<file path="src/rtl/intr_pkg.sv">
// Shared definitions for the interrupt vector arbiter: FSM encoding,
// counter width and the vector-number width helper.
package intr_pkg;

  // Width of the saturating request/gap counters.
  localparam int CNT_W = 8;

  // Request FSM encoding.
  typedef enum logic [1:0] {
    STATE_IDLE = 2'd0,
    STATE_REQ  = 2'd1,
    STATE_GAP  = 2'd2
  } state_t;

  // Bits needed to encode a port index; never narrower than one bit.
  function automatic int intr_num_w(input int ports);
    return (ports > 1) ? $clog2(ports) : 1;
  endfunction

endpackage

</file>
<file path="src/rtl/intr_vec_arbiter_rr.sv">
// Combinational priority arbiter. Fixed mode picks the lowest set index;
// round-robin mode picks the first set index at or above ptr, wrapping to 0.
module rr_priority_arbiter
  import intr_pkg::*;
#(
  parameter int WIDTH       = 32,
  parameter int ROUND_ROBIN = 0
) (
  input  logic [WIDTH-1:0]             req,
  input  logic [intr_num_w(WIDTH)-1:0] ptr,
  output logic                         valid,
  output logic [intr_num_w(WIDTH)-1:0] idx,
  output logic [WIDTH-1:0]             grant
);

  localparam int IDX_W = intr_num_w(WIDTH);
  localparam logic [WIDTH-1:0] ONE_LSB = {{(WIDTH-1){1'b0}}, 1'b1};

  logic [IDX_W-1:0] idx_lo_s;
  logic [IDX_W-1:0] idx_hi_s;
  logic             hit_hi_s;
  logic             hit_s;

  // Scan from the top down so the lowest qualifying index is the last write.
  always_comb begin
    idx_lo_s = {IDX_W{1'b0}};
    idx_hi_s = {IDX_W{1'b0}};
    hit_hi_s = 1'b0;
    hit_s    = 1'b0;
    for (int i = WIDTH - 1; i >= 0; i--) begin
      idx_lo_s = req[i] ? IDX_W'(i) : idx_lo_s;
      hit_s    = req[i] & (i >= int'(ptr));
      idx_hi_s = hit_s ? IDX_W'(i) : idx_hi_s;
      hit_hi_s = hit_hi_s | hit_s;
    end
  end

  // Select the wrap-aware winner in round-robin mode and form the one-hot grant.
  always_comb begin
    valid = |req;
    if ((ROUND_ROBIN != 0) && hit_hi_s) begin
      idx = idx_hi_s;
    end else begin
      idx = idx_lo_s;
    end
    if (valid) begin
      grant = ONE_LSB << idx;
    end else begin
      grant = {WIDTH{1'b0}};
    end
  end

endmodule

</file>
<file path="src/rtl/intr_vec_arbiter.sv">
// Interrupt vector requester: captures edge/level interrupt sources,
// arbitrates among eligible ports and issues one vector at a time over a
// req/ack handshake with optional ack timeout and inter-request gap.
module intr_vec_arbiter
  import intr_pkg::*;
#(
  parameter int PORTS       = 32,
  parameter int ROUND_ROBIN = 0,
  parameter int INTR_GAP    = 2,
  parameter int ACK_TIMEOUT = 0
) (
  input  logic                         clk,
  input  logic                         rst,
  input  logic [PORTS-1:0]             intr,
  input  logic [PORTS-1:0]             intr_en,
  input  logic [PORTS-1:0]             intr_level,
  input  logic                         intr_vec_ack,
  output logic                         intr_vec_req,
  output logic [intr_num_w(PORTS)-1:0] intr_num,
  output logic [PORTS-1:0]             intr_pending,
  output logic                         intr_timeout
);

  localparam int NUM_W = intr_num_w(PORTS);
  // The IDLE cycle that re-evaluates eligibility is itself a req-low cycle,
  // so GAP only has to cover the remaining INTR_GAP-1 cycles.
  localparam state_t LEAVE_STATE = (INTR_GAP > 1) ? STATE_GAP : STATE_IDLE;
  localparam logic [CNT_W-1:0] GAP_LAST =
      CNT_W'((INTR_GAP > 1) ? (INTR_GAP - 2) : 0);
  localparam logic [CNT_W-1:0] TO_LAST =
      CNT_W'((ACK_TIMEOUT > 0) ? (ACK_TIMEOUT - 1) : 0);
  localparam logic TO_EN = (ACK_TIMEOUT > 0);
  localparam logic [NUM_W-1:0] LAST_PORT = NUM_W'(PORTS - 1);

  state_t           state_r;
  logic             req_r;
  logic [NUM_W-1:0] num_r;
  logic             timeout_r;
  logic [PORTS-1:0] pending_r;
  logic [PORTS-1:0] intr_q_r;
  logic [PORTS-1:0] win_oh_r;
  logic [NUM_W-1:0] ptr_r;
  logic [CNT_W-1:0] cnt_r;

  logic [PORTS-1:0] rise_s;
  logic [PORTS-1:0] clr_s;
  logic [PORTS-1:0] pending_nxt_s;
  logic [PORTS-1:0] eligible_s;
  logic             ack_s;
  logic             to_s;
  logic [NUM_W-1:0] ptr_adv_s;
  logic             arb_valid_s;
  logic [NUM_W-1:0] arb_idx_s;
  logic [PORTS-1:0] arb_grant_s;

  // Edge-detect history; also loads during reset so lines already high are not edges.
  always_ff @(posedge clk) begin
    intr_q_r <= intr;
  end

  // Pending update (new edge beats same-cycle ack clear) and eligibility.
  always_comb begin
    ack_s  = (state_r == STATE_REQ) & intr_vec_ack;
    to_s   = TO_EN & (state_r == STATE_REQ) & ~intr_vec_ack & (cnt_r == TO_LAST);
    rise_s = intr & ~intr_q_r & intr_en & ~intr_level;
    if (ack_s) begin
      clr_s = win_oh_r;
    end else begin
      clr_s = {PORTS{1'b0}};
    end
    pending_nxt_s = ((pending_r & ~clr_s) | rise_s) & ~intr_level;
    eligible_s    = (pending_nxt_s & intr_en) | (intr & intr_level & intr_en);
    if (num_r == LAST_PORT) begin
      ptr_adv_s = {NUM_W{1'b0}};
    end else begin
      ptr_adv_s = num_r + {{(NUM_W-1){1'b0}}, 1'b1};
    end
  end

  rr_priority_arbiter #(
    .WIDTH       (PORTS),
    .ROUND_ROBIN (ROUND_ROBIN)
  ) u_arb (
    .req   (eligible_s),
    .ptr   (ptr_r),
    .valid (arb_valid_s),
    .idx   (arb_idx_s),
    .grant (arb_grant_s)
  );

  // Request FSM with registered handshake outputs, pending bits and RR pointer.
  always_ff @(posedge clk) begin
    if (rst) begin
      state_r   <= STATE_IDLE;
      req_r     <= 1'b0;
      num_r     <= {NUM_W{1'b0}};
      timeout_r <= 1'b0;
      pending_r <= {PORTS{1'b0}};
      win_oh_r  <= {PORTS{1'b0}};
      ptr_r     <= {NUM_W{1'b0}};
      cnt_r     <= {CNT_W{1'b0}};
    end else begin
      pending_r <= pending_nxt_s;
      timeout_r <= 1'b0;
      case (state_r)
        STATE_IDLE: begin
          if (arb_valid_s) begin
            req_r    <= 1'b1;
            num_r    <= arb_idx_s;
            win_oh_r <= arb_grant_s;
            cnt_r    <= {CNT_W{1'b0}};
            state_r  <= STATE_REQ;
          end
        end
        STATE_REQ: begin
          if (ack_s || to_s) begin
            req_r     <= 1'b0;
            num_r     <= {NUM_W{1'b0}};
            timeout_r <= to_s;
            cnt_r     <= {CNT_W{1'b0}};
            state_r   <= LEAVE_STATE;
            if (ROUND_ROBIN != 0) begin
              ptr_r <= ptr_adv_s;
            end
          end else if (cnt_r != {CNT_W{1'b1}}) begin
            cnt_r <= cnt_r + {{(CNT_W-1){1'b0}}, 1'b1};
          end
        end
        STATE_GAP: begin
          if (cnt_r == GAP_LAST) begin
            cnt_r   <= {CNT_W{1'b0}};
            state_r <= STATE_IDLE;
          end else begin
            cnt_r <= cnt_r + {{(CNT_W-1){1'b0}}, 1'b1};
          end
        end
        default: begin
          req_r   <= 1'b0;
          num_r   <= {NUM_W{1'b0}};
          cnt_r   <= {CNT_W{1'b0}};
          state_r <= STATE_IDLE;
        end
      endcase
    end
  end

  assign intr_vec_req = req_r;
  assign intr_num     = num_r;
  assign intr_pending = pending_r;
  assign intr_timeout = timeout_r;

endmodule

</file>
<file path="config.mk">
export PLATFORM = sky130hd
export DESIGN_NAME = intr_vec_arbiter
export DESIGN_NICKNAME = d
export VERILOG_FILES = /design/src/rtl/intr_pkg.sv /design/src/rtl/intr_vec_arbiter_rr.sv /design/src/rtl/intr_vec_arbiter.sv
export SDC_FILE = /design/constraint.sdc
export NUM_CORES = 1
export LEC_CHECK = 0
export CAP_MARGIN = 20
export CELL_PAD_IN_SITES_DETAIL_PLACEMENT = 0
export CELL_PAD_IN_SITES_GLOBAL_PLACEMENT = 1
export CORE_ASPECT_RATIO = 1.4
export CORE_UTILIZATION = 38
export CTS_BUF_LIST = sky130_fd_sc_hd__clkbuf_8
export DETAILED_ROUTE_END_ITERATION = 8
export PLACE_DENSITY_LB_ADDON = 0.05
export SYNTH_ARGS = -nofsm -noshare
export SYNTH_HDL_FRONTEND = slang
export SYNTH_SLANG_ARGS = --single-unit
export TNS_END_PERCENT = 1
</file>
<file path="constraint.sdc">
create_clock -name clk -period 2.9 [get_ports clk]
set_input_delay 0.29 -clock clk [delete_from_list [all_inputs] [get_ports clk]]
set_output_delay 0.29 -clock clk [all_outputs]
set_load 0.1 [all_outputs]
</file>
==> impl_metrics.csv, run 1 <==
group,metric,value,unit
status,status,"completed",
timing,hold_viol,0,
synthesis,synth.most_common_cell,"dfxtp_1",
place,gp_congestion,0.8378,
final_layout,area_growth,43.84,%
worst_hold_path,holdPathStages,1,
place,dp_hpwl,13000,um
die,dieArea,0.01510,mm^2
drt,drt-vias-per-instance,5.440,
cts,clock_path_buffers,2,
synthesis,ys_seq_area_share,40.39,%
final_layout,instances_no_fill,1020,
global_routing,grt-ovfl-total,0,
cts,cts_hold_buf,0,
cts,clock_sinks,112,
final_layout,layout-drive-gt1-share,22.99,%
worst_hold_path,hp-class,"in2reg",
timing,finalMaxSlewViolations,0,
synthesis,syn_area_per_cell,9.131,um^2
critical_path,required,3.23,ns
pwr,power_density,479.6,mW/mm^2
critical_path,crit_path_cell_trace,"inv_1 > ha_4 > buf_6 > and3_1 > buf_4 > o22ai_1 > a211oi_1 > or4_4 > o21a_2 > nor3_4 > a32o_1",
cts,cts_tree,"yes",
cts,clock_latency,0.38,ns
critical_path,endpoint_kind,"flop",
timing,skew,0.008993,ns
critical_path,cp.arrival,3.09,ns
drt,dr.pass1.iters,4,
timing,fmax,362.0,MHz
synthesis,synth-main-ff-cell,"dfxtp_1",
pwr,pwr-share-seq,42.7,%
timing,layout_worst_path_cycle_share,95.26,%
synthesis,synthTopCellsByArea,"dfxtp_1, a32o_1, nor3_1, nor2b_1, nand2_1",
die,fp.dieH,145.0,um
final_layout,final_net_count,935,
synthesis,synth_common_cells,"dfxtp_1, nand2_1, nor3_1, nor2_1, nor2b_1",
final_layout,n_fill_cell,1340,
place,portBuffers,136,
global_routing,grt_util_all_layers,21.61,%
drt,drc,0,
drt,via_count,5549,
timing,slew_headroom,60.59,%
synthesis,post_synth_num_cell_types,76,
critical_path,cp_num_buf_inv,3,
pwr,intPower,2633,uW
critical_path,worst_path_max_delay_cell,"or4_4",
synthesis,synth_cells,608,
cts,h-tree-depth,3,
global_routing,grt_pass1_wl,26440,um
critical_path,path_depth,11,
run,maxCapViolCount,0,
critical_path,critical_path.max_fanout,16,
pwr,max-vdd-ir-drop,0.0002676,V
synthesis,yosys_warnings,0,
synthesis,synth_top_area_share,40.39,%
place,placedInstanceArea,0.007641,mm^2
cts,cts_buffers,9,
critical_path,criticalPathCategory,"reg2reg",
die,start_util,39.37,%
final_layout,seqCellArea,0.002242,mm^2
die,core,0.01410,mm^2
synthesis,async_flop_share,0,%
critical_path,critPathMaxStageDelay,0.47,ns
place,dp.cells,1002,
pwr,p_switching,1197,uW
critical_path,start_kind,"flop",
global_routing,grt_pass1_vias,5616,
synthesis,syn_area,0.005552,mm^2
pwr,pwr-share-clk,28.8,%
drt,antenna_left,0,
global_routing,antenna_found_initial,0,
die,ioPinCount,138,
die,placementRows,51,
pwr,leakage,0.003167,uW
drt,drt_iter0_drc,251,
global_routing,grt_max_degree,26,
timing,setup_viol,0,
final_layout,multi_input_area,0.003194,mm^2
pwr,power_switching_share,31.25,%
timing,tightest_slew,0.5879,ns
critical_path,critPathTopFamily,"simple AND/OR/NAND/NOR gates",
cts,cts-root-buf,"clkbuf_8",
pwr,power.share.combinational,28.5,%
timing,rsz0062_at_grt,"true",
die,fp.dieW,104.2,um
synthesis,synth_area_leader_cell,"dfxtp_1",
synthesis,synth_edf_count,0,
final_layout,finalInstanceArea,0.007985,mm^2
final_layout,diodes,0,
drt,routed_wirelength,16410,um
cts,path_clk_slew,0.10,ns
critical_path,ff2ff_path_depth,11,
drt,routedWlPerCell,16.09,um
synthesis,synth_seq_cells,112,
timing,period_minus_slack,2.762,ns
synthesis,synth_fp_nets,713,
timing,setup_tns,0,ns
layout make-up:
| class | count | area share (%) |
|---|---|---|
| multi-input combinational | 455 | 40.00 |
| sequential | 112 | 28.08 |
| clock buffer | 9 | 1.551 |
| tap | 185 | 2.899 |
| inverter | 21 | 0.9872 |
| clock inverter | 7 | 1.395 |
| timing repair buffer | 231 | 25.09 |
worst paths after layout:
kind                  end  slack (ns)        start
max reg2reg   win_oh_r[4]        0.14   state_r[1]
min reg2reg   intr_num[2]        0.47  intr_num[2]
max           win_oh_r[4]        0.14   state_r[1]
min          intr_q_r[15]        0.37     intr[15]
per-stage QoR:
step | util (%) | setup slack [ns] | hold slack (ns) | power (uW)
floorplan | - | 0.08055 | 0.3177 | 2273
global placement | 54.18 | -0.2122 | 0.4490 | 2706
detailed placement | 54.18 | -0.2683 | 0.4503 | 2721
CTS | 56.02 | 0.01904 | 0.3505 | 3828
global route | 56.62 | -0.02156 | 0.3622 | 4005
finish | 56.62 | 0.1376 | 0.3663 | 3830
flip-flops by register name, summed over array words and instances (netlist names):
| signal | flops |
|---|---|
| state_r | 2 |
| intr_num | 5 |
| intr_pending | 32 |
| win_oh_r | 32 |
| intr_vec_req | 1 |
| intr_q_r | 32 |
| cnt_r | 8 |
kinds of logic (layout without fill, tap and decap cells):
kind of cell | Yosys count | count (layout) | share of synthesized area (%)
simple gates | 274 | 274 | 28.62
compound gates | 166 | 166 | 24.57
flops | 112 | 112 | 40.39
buf+inv | 41 | 268 | 3.696
fa+ha+maj | 6 | 6 | 1.352
xor+xnor | 6 | 6 | 0.9466
mux | 2 | 2 | 0.3606
other cells | 1 | 1 | 0.06755
per-layer routing:
| layer | vias to the layer above | GRT usage [%] | part of all wire [%] | wire length [um] |
|---|---|---|---|---|
| met1 | 2680 | 23.46 | 41 | 6693 |
| met2 | 94 | 42.20 | 55 | 9006 |
| met3 | 26 | 2.336 | 2.4 | 392 |
| met5 | - | 0 | 0 | 0 |
| li1 | 2749 | - | - | - |
| met4 | 0 | 8.000 | 2.0 | 322 |
power by group through the flow:
| stage | clock network (uW) | registers, uW | logic, uW |
|---|---|---|---|
| floorplan | 0 | 1820 | 457 |
| global placement | 0 | 1670 | 1040 |
| detailed placement | 0 | 1670 | 1050 |
| CTS | 1130 | 1630 | 1070 |
| global route | 1200 | 1640 | 1160 |
| finish | 1100 | 1630 | 1090 |
what timing repair did:
action / 4_1_cts / 5_1_grt
gates cloned: 0 / 0
pin swaps: 0 / 5
setup endpoints to repair: 20 / 45
gates resized for setup: 4 / 15
buffers inserted: 0 / 2
layout by cell type, fill, tap and decap left out, types with 28 or more instances in the layout:
cell type,netlist,routed
buf_4,7,130
dfxtp_1,112,112
nand2_1,49,49
nor2_1,38,38
nor3_1,39,37
nand3_1,28,28
nor2b_1,30,30
a21oi_1,28,28
clkdlybuf4s50_1,0,97
a32o_1,28,28
Note: power is estimated with default switching activity, not from simulation.
==> run 2: changes to the inputs <==
--- a/config.mk
+++ b/config.mk
@@ -13,6 +13,7 @@
 export CTS_BUF_LIST = sky130_fd_sc_hd__clkbuf_8
 export DETAILED_ROUTE_END_ITERATION = 8
 export PLACE_DENSITY_LB_ADDON = 0.05
+export REMOVE_ABC_BUFFERS = 1
 export SYNTH_ARGS = -nofsm -noshare
 export SYNTH_HDL_FRONTEND = slang
 export SYNTH_SLANG_ARGS = --single-unit
==> run 2 against run 1 <==
  * Final cell count fell by 0.29%
  * Setup slack got worse by 0.016 ns
  * Clock power fell by 18%
==> impl_metrics.csv, run 2 (same netlist as run 1, synthesis figures left out) <==
group,metric,value,unit
timing,fmax,359.9,MHz
cts,cts-root-buf,"clkbuf_8",
timing,hold_viol,0,
critical_path,criticalPathCategory,"reg2reg",
cts,clock_latency,0.38,ns
timing,layout_worst_path_cycle_share,95.82,%
critical_path,ff2ff_path_depth,12,
cts,cts_buffers,9,
drt,routed_wirelength,16500,um
critical_path,worst_path_max_delay_cell,"dfxtp_1",
cts,clock_path_buffers,2,
place,dp.cells,995,
critical_path,crit_top_cell,"buf_12",
final_layout,layout-drive-gt1-share,23.68,%
cts,h-tree-depth,3,
drt,drc,0,
timing,slew_headroom,64.29,%
place,gp_congestion,0.8741,
timing,period_minus_slack,2.779,ns
critical_path,ff2ff_setup_slack,0.12,ns
critical_path,critPathMaxStageDelay,0.38,ns
worst_hold_path,hp-class,"in2reg",
global_routing,grt_pass1_vias,5509,
final_layout,n_fill_cell,1280,
pwr,leakage,0.003174,uW
timing,setup_viol,0,
global_routing,antenna_found_initial,0,
final_layout,final_cell_mix,"buf_4, dfxtp_1, clkdlybuf4s50_1",
global_routing,grt_util_all_layers,21.69,%
drt,drt_iter0_drc,223,
final_layout,final_net_count,932,
pwr,power_density,455.6,mW/mm^2
die,placementRows,51,
critical_path,crit_path_cell_trace,"inv_2 > ha_4 > buf_12 > and3_1 > o22a_1 > and4_1 > buf_12 > a2111oi_4 > a22oi_2 > buf_4 > or2_2 > a21oi_1",
drt,dr.pass1.iters,4,
final_layout,instances_no_fill,1017,
cts,path_clk_slew,0.11,ns
critical_path,critical_path.max_fanout,17,
die,start_util,39.37,%
drt,via_count,5520,
timing,timing.final.ws_setup,0.1212,ns
worst_hold_path,holdPathStages,1,
critical_path,startpoint,"state_r[1]",
die,fp.dieH,145.0,um
final_layout,mostFrequentLayoutCell,"buf_4",
run,maxCapViolCount,0,
status,status,"completed",
critical_path,critPathTopFamily,"compound AO/OA/AOI/OAI gates",
drt,routedWlPerCell,16.22,um
die,fp.dieW,104.2,um
timing,finalMaxSlewViolations,0,
global_routing,grt_max_degree,34,
timing,skew,0.01383,ns
critical_path,cp.arrival,3.09,ns
critical_path,timing.rr.end,"intr_num[2]",
drt,drt-vias-per-instance,5.428,
critical_path,endpoint_kind,"flop",
die,dieArea,0.01510,mm^2
place,portBuffers,136,
worst_hold_path,hold_start,"intr[27]",
final_layout,diodes,0,
die,ioPinCount,138,
critical_path,rr_startpoint,"state_r[1]",
worst_hold_path,hold_end,"intr_q_r[27]",
die,core,0.01410,mm^2
global_routing,grt-ovfl-total,0,
drt,antenna_left,0,
final_layout,area_growth,44.76,%
critical_path,required,3.21,ns
timing,tightest_slew,0.5356,ns
critical_path,cp_num_buf_inv,4,
cts,clock_sinks,112,
place,place_ws,-0.2803,ns
critical_path,start_kind,"flop",
cts,cts_hold_buf,0,
global_routing,grt_pass1_wl,26480,um
place,dp_hpwl,12930,um
final_layout,final_util,56.99,%
cts,cts_tree,"yes",
timing,rsz0062_at_grt,"false",
pwr,max-vdd-ir-drop,0.0002552,V
==> run 2: changes by cell type in the layout (fill, tap and decap cells not counted), moves of 3 or more <==
cell       delta
buf_4         -6
buf_12        +3
bufinv_16     -3
o22ai_1       -3
o22ai_2       +3
clkbuf_8      +3
==> run 2: cell type report <==
cell class	instances	area (um^2)	share of cell area, %
sequential	112	2242	27.90
tap	185	231.5	2.880
inverter	21	78.83	0.9808
multi-input combinational	455	3267	40.65
timing repair buffer	228	2032	25.28
clock inverter	4	20.02	0.2491
clock buffer	12	165.2	2.055
==> run 2: how the worst max path moves through the flow <==
stage,to,slack [ns],cells past startpoint
after global routing,intr_num[2],0.02,10
final,intr_num[2],0.12,12
after detailed placement,win_oh_r[15],-0.28,11
after CTS,win_oh_r[25],0.006,11
after floorplan,win_oh_r[27],-0.57,9
after global placement,win_oh_r[19],-0.26,12
==> run 2: per-stage QoR <==
step                      area [um^2]  power [uW]  setup TNS, ns  hold slack, ns
after floorplan                  5425        2226         -14.27          0.3177
after global placement           7626        2705         -7.675          0.4429
after detailed placement         7626        2722         -8.186          0.4457
after CTS                        7856        3625              0          0.3583
after global routing             8036        3830              0          0.3616
final                            8036        3661              0          0.3698
==> run 2: report_power, final <==
group	total (uW)	internal, uW	switching [uW]
logic	1130	486	640
registers	1640	1600	38.2
clock network	899	377	522
total	3660	2460	1200
==> run 2: per-layer routing <==
layer / GRT usage (%) / vias up / share of wire, %
met3: 3.055 / 13 / 3.0
met4: 6.071 / 0 / 1.2
met2: 41.07 / 119 / 54
li1: - / 2758 / -
met5: 0 / - / 0
met1: 24.94 / 2630 / 42
==> run 2: timing repair <==
action                     CTS  global route
pin swaps                    3             6
setup endpoints to repair   39            45
gates cloned                 0             1
resized for setup           10            20
buffers inserted             0             5
==> run 3: changes to the inputs <==
--- a/config.mk
+++ b/config.mk
@@ -11,9 +11,11 @@
 export CORE_ASPECT_RATIO = 1.4
 export CORE_UTILIZATION = 38
 export CTS_BUF_LIST = sky130_fd_sc_hd__clkbuf_8
+export CTS_CLUSTER_DIAMETER = 50
 export DETAILED_ROUTE_END_ITERATION = 8
 export PLACE_DENSITY_LB_ADDON = 0.05
 export REMOVE_ABC_BUFFERS = 1
+export SKIP_LAST_GASP = 1
 export SYNTH_ARGS = -nofsm -noshare
 export SYNTH_HDL_FRONTEND = slang
 export SYNTH_SLANG_ARGS = --single-unit
==> run 3 against run 2 <==
  * Sequential power is essentially flat
  * Global-route usage is essentially flat
  * Count of clock-buffer cells in the layout is the same
  * Via count shrank 0.42%
  * Power shrank 0.46%
  * Combinational power is essentially flat
  * Critical path type unchanged
  * Critical endpoint unchanged
  * Highest routed layer unchanged
==> impl_metrics.csv, run 3 (same netlist as run 1, synthesis figures left out) <==
group,metric,value,unit
timing,period_minus_slack,2.811,ns
cts,clock_latency,0.38,ns
die,core,0.01410,mm^2
global_routing,grt_util_all_layers,21.65,%
final_layout,mostFrequentLayoutCell,"buf_4",
place,portBuffers,136,
status,status,"completed",
global_routing,grt_pass1_wl,26440,um
worst_hold_path,hp-class,"in2reg",
cts,h-tree-depth,3,
timing,fmax,355.7,MHz
drt,via_count,5497,
critical_path,cp.arrival,3.13,ns
run,maxCapViolCount,0,
critical_path,worst_path_max_delay_cell,"dfxtp_1",
drt,drc,0,
drt,dr.pass1.iters,5,
timing,finalMaxSlewViolations,0,
global_routing,grt_max_degree,34,
global_routing,antenna_found_initial,0,
timing,layout_worst_path_cycle_share,96.94,%
die,start_util,39.37,%
drt,routedWlPerCell,16.29,um
pwr,power_switching_share,32.78,%
final_layout,diodes,0,
drt,routed_wirelength,16520,um
cts,cts_tree,"yes",
critical_path,criticalPathCategory,"reg2reg",
critical_path,crit_path_cell_trace,"inv_2 > ha_4 > clkbuf_16 > and3_1 > o22a_1 > and4_1 > buf_12 > a2111oi_4 > a22oi_2 > buf_4 > or2_2 > a21oi_1",
final_layout,instances_no_fill,1014,
drt,drt_iter0_drc,256,
final_layout,final_cell_mix,"buf_4, dfxtp_1, clkdlybuf4s50_1",
die,dieArea,0.01510,mm^2
place,gp_congestion,0.8741,
place,dp_hpwl,12930,um
pwr,max-vdd-ir-drop,0.0002559,V
place,dp.cells,995,
final_layout,n_fill_cell,1292,
cts,path_clk_slew,0.11,ns
final_layout,area_growth,42.93,%
cts,cts_hold_buf,0,
drt,drt-vias-per-instance,5.421,
critical_path,start_kind,"flop",
pwr,pwr-share-seq,44.9,%
timing,tightest_slew,0.6411,ns
pwr,power_density,459.3,mW/mm^2
pwr,power.share.combinational,30.3,%
pwr,p_switching,1194,uW
cts,clock_path_buffers,2,
critical_path,cp_num_buf_inv,4,
timing,skew,0.01437,ns
pwr,leakage,0.003143,uW
drt,antenna_left,0,
critical_path,critPathMaxStageDelay,0.38,ns
die,ioPinCount,138,
final_layout,layout-drive-gt1-share,22.32,%
timing,hold_viol,0,
critical_path,critical_path.max_fanout,16,
global_routing,grt-ovfl-total,0,
die,fp.dieW,104.2,um
final_layout,final_net_count,929,
die,placementRows,51,
global_routing,grt_pass1_vias,5488,
timing,setup_viol,0,
critical_path,critPathTopFamily,"compound AO/OA/AOI/OAI gates",
critical_path,required,3.21,ns
pwr,intPower,2450,uW
place,placedInstanceArea,0.007626,mm^2
final_layout,finalInstanceArea,0.007935,mm^2
critical_path,endpoint_kind,"flop",
timing,slew_headroom,57.26,%
cts,cts_buffers,9,
pwr,pwr-share-clk,24.8,%
cts,clock_sinks,112,
cts,cts-root-buf,"clkbuf_8",
die,fp.dieH,145.0,um
timing,rsz0062_at_grt,"true",
[run 3: cell types whose count changed in the layout (fill, tap and decap cells not counted), moves of 2 or more]
cell / change
and3_1: +2
and3_4: -2
buf_4: -3
o2bb2ai_1: +2
o2bb2ai_2: -2
o32ai_1: +2
o32ai_2: -2
[run 3: timing repair]
action	4_1_cts	5_1_grt
pin swaps	0	4
cloned	0	1
setup buffers	0	2
gates resized for setup	1	16
endpoints found under the setup margin	39	45
[run 3: worst paths after layout]
| kind | end | slack (ns) | startpoint | cells past startpoint |
|---|---|---|---|---|
| hold reg to reg | win_oh_r[13] | 0.47 | win_oh_r[13] | 1 |
| setup / recovery | intr_num[2] | 0.09 | state_r[1] | 12 |
| hold / removal | intr_q_r[27] | 0.37 | intr[27] | 1 |
| setup reg to reg | intr_num[2] | 0.09 | state_r[1] | 12 |
[run 3: metal layers]
| metal | routed length (um) | share of wire, % | global-route usage [%] |
|---|---|---|---|
| met1 | 6856 | 42 | 24.89 |
| met2 | 8874 | 54 | 40.93 |
| met3 | 545 | 3.3 | 3.055 |
| met4 | 244 | 1.5 | 6.214 |
| met5 | 0 | 0 | 0 |
[run 3: final cells by class]
class / instances / area (um^2) / share of cell area, %
multi-input combinational: 455 / 3187 / 40.16
timing repair buffer: 225 / 2009 / 25.32
tap: 185 / 231.5 / 2.917
clock buffer: 12 / 165.2 / 2.081
inverter: 21 / 78.83 / 0.9934
clock inverter: 4 / 20.02 / 0.2523
sequential: 112 / 2243 / 28.27
[run 3: power groups by stage]
stage / combinational [uW] / sequential [uW] / clock (uW)
global placement: 1040 / 1670 / 0
finish: 1100 / 1640 / 904
CTS: 1060 / 1630 / 925
global route: 1180 / 1650 / 986
floorplan: 409 / 1820 / 0
detailed placement: 1050 / 1670 / 0
[run 3: stage by stage]
step                      setup WS, ns  TNS (ns)  power (uW)  util [%]  hold WS [ns]
after floorplan                -0.5708    -14.27        2226         -        0.3177
after global placement         -0.2560    -7.675        2705     54.08        0.4429
after detailed placement       -0.2803    -8.186        2722     54.08        0.4457
after CTS                      -0.1253    -1.907        3617     55.43        0.3583
after global routing          -0.05124   -0.4240        3809     56.27        0.3616
final                          0.08872         0        3644     56.27        0.3652
